## src/rtl/polara_loopback_noc_mux.sv

```systemverilog
// Selects data/valid of the chosen NoC and returns ready to it only.
module polara_loopback_noc_mux (
    input  logic [1:0]  sel,
    input  logic [63:0] data1,
    input  logic [63:0] data2,
    input  logic [63:0] data3,
    input  logic        val1,
    input  logic        val2,
    input  logic        val3,
    input  logic        rdy,
    output logic [63:0] data,
    output logic        val,
    output logic        rdy1,
    output logic        rdy2,
    output logic        rdy3
);

    always_comb begin
        data = '0;
        val  = 1'b0;
        rdy1 = 1'b0;
        rdy2 = 1'b0;
        rdy3 = 1'b0;
        case (sel)
            2'd1: begin
                data = data1;
                val  = val1;
                rdy1 = rdy;
            end
            2'd2: begin
                data = data2;
                val  = val2;
                rdy2 = rdy;
            end
            2'd3: begin
                data = data3;
                val  = val3;
                rdy3 = rdy;
            end
            default: ;
        endcase
    end

endmodule

```

## config.mk

```make
export PLATFORM = sky130hd
export DESIGN_NAME = polara_loopback_noc_mux
export DESIGN_NICKNAME = d
export VERILOG_FILES = /design/src/rtl/polara_loopback_noc_mux.sv
export SDC_FILE = /design/constraint.sdc
export NUM_CORES = 1
export LEC_CHECK = 0
export CORE_AREA = 2 2 104 106
export DETAILED_ROUTE_END_ITERATION = 12
export DIE_AREA = 0 0 106 108
export SETUP_SLACK_MARGIN = 0.05
export SYNTH_ARGS = -nofsm -noshare
export SYNTH_HDL_FRONTEND = slang
export SYNTH_SLANG_ARGS = --single-unit
```

## constraint.sdc

```tcl
create_clock -name vclk -period 1.6
set_input_delay 0.32 -clock vclk [all_inputs]
set_output_delay 0.32 -clock vclk [all_outputs]
set_load 0.1 [all_outputs]
```

==> reports/metrics.yaml, run 1 <==
layout_min_cycle_time_ns: 1.728
cp_slowest_cell: "clkdlybuf4s50_1"
fillCellCount: 886
final-max-slew-violation-count: 0
setup_viol: 65
syn_nets: 355
drc: 0
layoutNonFillerInstCount: 554
finalHoldViolations: 0
place_ws_ns: -0.2217
startpoint_type: "input port"
netlist_top_cells_area: "a22o_1 (36%), mux2_4 (27%), mux2_2 (27%), buf_6 (3.6%), buf_2 (3.2%)"
register_area_um2: 0
tightest_slew_ns: 0.2048
antenna_found_initial: 0
gr-total-overflow: 0
grt_pass1_vias: 2717
coreArea_um2: 10230
avgSynthCellArea_um2: 9.978
syn_inst: 157
end_kind: "output pin"
yosysTopAreaCell: "a22o_1"
violations: "setup timing"
multi_input_area_um2: 1956
vdd_ir_drop_max_mv: 0.2737
via_per_inst: 4.538
yosys_warnings: 0
synth.cells.most_frequent: "a22o_1 (65), mux2_2 (37), mux2_4 (28), buf_2 (10), clkbuf_1 (7)"
slew_headroom_pct: 86.34
path_max_fanout: 1
ant_nets: 0
fin_crit_sh_pct: 108.0
hpwl_um: 8035
die_w_um: 106
yosysUniqueCellTypes: 11
worstHoldStart: "rdy"
rsz0062_at_grt: "yes"
cpPeakStageDelay_ns: 0.42
syn_area_um2: 1567
grt_pass1_wl_um: 14700
grt_use_total_pct: 16.12
die_y_um: 108
wl_per_cell_um: 19.13
design.seq.count: 0
ys_seq_area_share_pct: 0
design.die.area_um2: 11450
status: "complete, but fails checks"
yosysMostFrequentCell: "a22o_1"
power_density_nw_per_um2: 510.3
fp-row-count: 37
p_leak_nw: 2.687
start_util_pct: 15.31
grt_max_degree: 38
synth_top_area_share_pct: 36.34
area_growth_pct: 268.3
hold_buffers: 0
drt-initial-drc-count: 62
worst_slack_ns: -0.1276
drv_cap: 0
cp.required_ns: 1.28
path_buf_inv: 2
min_path_type: "in2out"
worstPathCellList: "clkdlybuf4s50_1 -> mux2_4 -> a22o_2 -> buf_12"
dr_total_vias: 2514
min_to: "rdy1"
dr.pass1.iters: 4
gp_congestion: 0.7181
fin_setup_tns_ns: -4.887
n_clock_buffer: 0
cp_top_family: "buffers and inverters"
critPathArrivalTime_ns: 1.41
place_inst: 548
holdPathStages: 4
port_buffers: 266
nets: 618
drive_gt1_share_pct: 53.11
fmax_mhz: 578.8
path_class: "in2out"
io_pins: 266
hold_slack_ns: 1.087
cts_setup_buffers: 0
diodes: 0
wl_um: 10600
cell families (layout without fill, tap and decap cells):
| logic type | count (synthesis) | after routing | share of synthesized area [%] |
|---|---|---|---|
| muxes | 65 | 65 | 53.43 |
| buffers and inverters | 22 | 283 | 8.467 |
| AOI/OAI and AO/OA | 65 | 65 | 36.34 |
| and+or+nand+nor | 5 | 5 | 1.757 |
worst max path at each step:
| stage | slack, ns | endpoint | cells past startpoint | from |
|---|---|---|---|---|
| global placement | -0.21 | data[50] | 6 | sel[1] |
| CTS | -0.13 | data[50] | 6 | sel[1] |
| detailed placement | -0.22 | data[50] | 6 | sel[1] |
| finish | -0.13 | data[51] | 4 | data3[51] |
| global route | -0.15 | data[48] | 4 | data1[48] |
| floorplan | -0.12 | data[50] | 5 | sel[1] |
metrics by stage:
| step | area (µm²) | utilization (%) | total power, mW |
|---|---|---|---|
| detailed placement | 5281 | 51.62 | 2.813 |
| global route | 5769 | 56.39 | 3.030 |
| finish | 5769 | 56.39 | 2.944 |
| CTS | 5614 | 54.87 | 2.915 |
| global placement | 5281 | 51.62 | 2.791 |
| floorplan | 1769 | - | 1.566 |
final cells by class:
cell class                 count  area share (%)
tap                          136           2.949
multi-input combinational    135           33.90
timing repair buffer         283           63.15
per-layer routing:
metal	up-vias	routed length [µm]	share of wire (%)	track usage [%]
li1	1182	-	-	-
met5	-	0	0	0
met4	0	0	0	0
met3	0	956	9.0	4.280
met2	145	5786	55	33.09
met1	1187	3857	36	17.42
what timing repair did:
| item | CTS | global route |
|---|---|---|
| pin swaps | 31 | 9 |
| endpoints found under the setup margin | 66 | 68 |
| gates resized for setup | 126 | 23 |
| cloned | 3 | 3 |
| hold endpoints to repair | 0 | 0 |
placed cells by master (no fill, tap or decap):
master,synthesis,layout
clkbuf_16,0,2
dlygate4sd2_1,0,67
buf_8,0,1
and2b_4,0,1
nor2_4,0,1
clkdlybuf4s50_1,0,119
dlymetal6s2s_1,0,10
mux2_4,28,47
buf_16,0,6
a22o_4,0,47
a22o_2,0,18
buf_4,0,2
nand2_2,0,1
and2_4,0,1
buf_6,5,3
buf_12,0,73
and3_2,0,1
mux2_2,37,18
power by group:
group | switching (mW) | leakage (nW) | internal [mW] | total, mW
logic | 1.56 | 2.69 | 1.38 | 2.94
clock network | 0 | 0 | 0 | 0
registers | 0 | 0 | 0 | 0
tightest hold or removal path: cells and delay by family:
kind                   cells  cell delay (ns)
buffers and inverters      2             0.30
and+or+nand+nor            2             0.14
Power figures use the tool's default switching activity.
==> run 2, diff against run 1 <==
- GPL_ROUTABILITY_DRIVEN: unset -> 0
==> results of run 2 <==
No change in the layout: final DEF, timing and power equal those of run 1.
==> run 3, diff against run 2 <==
- SETUP_SLACK_MARGIN: 0.05 -> unset
- SKIP_LAST_GASP: unset -> 1
==> run 3 against run 2 <==
  * The run still ends with setup timing left
  * Final area up 6.9%
  * Via count grew 2.5%
  * Non-clock buffer count up 10
  * First-iteration DRC count grew 16%
  * Worst setup slack lost 0.020 ns
  * Global-route usage rose by 1.3 points
  * Total power increased by 3.8%
  * Sequential share of layout area is the same
  * Die area did not move
  * Count of clock-buffer cells in the layout is the same
  * Highest routed layer is now met5
==> reports/metrics.yaml, run 3 (same netlist as run 1, synthesis figures left out) <==
start_util_pct: 15.31  # unchanged
power_density_nw_per_um2: 495.7  # -2.9%
cp_slowest_cell: "mux2_4"
path_class: "in2out"
fillCellCount: 826  # -6.8%
crit_top_cell: "buf_12"
grt_pass1_vias: 2983  # +9.8%
via_per_inst: 4.551  # +0.29%
place_area_um2: 5550  # +5.1%
hold_buffers: 0  # unchanged
n_clock_buffer: 0  # unchanged
use_met1_pct: 18.40  # +0.97 points
design.die.area_um2: 11450  # unchanged
status: "complete, but fails checks"
hpwl_um: 8597  # +7.0%
fp-row-count: 37  # unchanged
wl_um: 11480  # +8.3%
wl_per_cell_um: 20.28  # +6.0%
grtUsageMet2_pct: 33.82  # +0.74 points
register_area_um2: 0  # unchanged
violations: "setup timing"
grt_max_degree: 33  # -13%
worstPathCellList: "buf_12 -> buf_16 -> buf_12 -> mux2_4 -> a22o_4 -> buf_12"
fin_crit_sh_pct: 109.2  # +1.3 points
vdd_ir_drop_max_mv: 0.3616  # +32%
finalHoldViolations: 0  # unchanged
gr-total-overflow: 0  # unchanged
grt_use_total_pct: 17.42  # +1.3 points
critical_path_depth: 6  # +2
endpoint: "data[40]"
rsz0062_at_grt: "yes"
die_w_um: 106  # unchanged
drv_cap: 0  # unchanged
layout_common_cells: "clkdlybuf4s50_1 (129), buf_12 (75), a22o_4 (65)"
fmax_mhz: 572.2  # -1.1%
layout_min_cycle_time_ns: 1.748  # +0.02006 ns
met3_usage_pct: 5.485  # +1.2 points
end_kind: "output pin"
startpoint: "sel[1]"
finalCoreUtilization_pct: 60.28  # +3.9 points
cp_top_family: "buffers and inverters"
port_buffers: 266  # unchanged
io_pins: 266  # unchanged
dr_total_vias: 2576  # +2.5%
nets: 629  # +1.8%
critPathArrivalTime_ns: 1.43  # +0.02 ns
drt-initial-drc-count: 72  # +16%
die_y_um: 108  # unchanged
ant_nets: 0  # unchanged
place_ws_ns: -0.2098  # +0.01193 ns
grt-busiest-layer: "met2"
min_path_type: "in2out"
dr.pass1.iters: 4  # unchanged
area_growth_pct: 293.7
path_max_fanout: 8  # +7
drive_gt1_share_pct: 54.31  # +1.2 points
drc: 0  # unchanged
design.seq.count: 0  # unchanged
cpPeakStageDelay_ns: 0.30  # -0.12 ns
startpoint_type: "input port"
path_buf_inv: 4  # +2
tightest_slew_ns: 0.5229  # +0.3180 ns
coreArea_um2: 10230  # unchanged
finalPower_mw: 3.057  # +3.8%
setup_viol: 66  # +1.5%
grt_pass1_wl_um: 15950  # +8.5%
worst_slack_ns: -0.1477  # -0.02006 ns
final_common_cell: "clkdlybuf4s50_1"
antenna_found_initial: 2  # +2
cp.required_ns: 1.28  # about the same
final-max-slew-violation-count: 0  # unchanged
p_leak_nw: 3.057  # +14%
final_area_um2: 6167  # +6.9%
slew_headroom_pct: 65.14  # -21 points
-- run 3: cell count changes in the layout (fill, tap and decap cells not counted), moves of 4 or more --
cell and change:
dlymetal6s2s_1 +31, a22o_4 +18, buf_4 +7, clkbuf_16 +4, clkdlybuf4s50_1 +10, dlygate4sd2_1 -41, a22o_2 -18
-- run 3: final cells by class --
cell class | count | area (µm²) | share of cell area, %
Timing Repair Buffer | 293 | 3882 | 62.95
Antenna cell | 1 | 2.502 | 0.04058
Multi-Input combinational cell | 136 | 2112 | 34.25
Tap cell | 136 | 170.2 | 2.759
-- run 3: how the worst min path moves through the flow --
stage	startpoint	endpoint	cells after the start
floorplan	rdy	rdy1	2
global placement	sel[1]	rdy1	4
detailed placement	sel[1]	rdy1	4
CTS	sel[1]	rdy1	4
global route	rdy	rdy1	4
finish	rdy	rdy1	4
-- run 3: metrics by stage --
step	std cells	setup TNS, ns	hold WS, ns
final	566	-7.087	1.081
after detailed placement	548	-11.49	1.264
after global routing	566	-8.503	1.117
after global placement	548	-11.22	1.257
after CTS	557	-8.504	1.204
after floorplan	157	-2.840	0.8541
-- run 3: power by group --
part / internal [mW] / leakage [nW] / switching (mW)
sequential: 0 / 0 / 0
clock: 0.0000000839 / 0.00000634 / 0
combinational: 1.46 / 3.06 / 1.59
total: 1.46 / 3.06 / 1.59
-- run 3: metal layers --
layer	vias up	wire length (µm)
met2	170	6062
met4	2	174
met5	-	20
li1	1206	-
met1	1186	4090
met3	12	1133
-- run 3: timing repair --
action,4_1_cts,5_1_grt
gates cloned,2,8
pin swaps,16,47
setup buffers,7,1
resized for setup,46,76
endpoints found under the setup margin,66,67
-- run 3: tightest hold or removal path, delay by kind of cell --
family / cells / cell delay [ns]
and+or+nand+nor: 2 / 0.14
buffers and inverters: 2 / 0.30
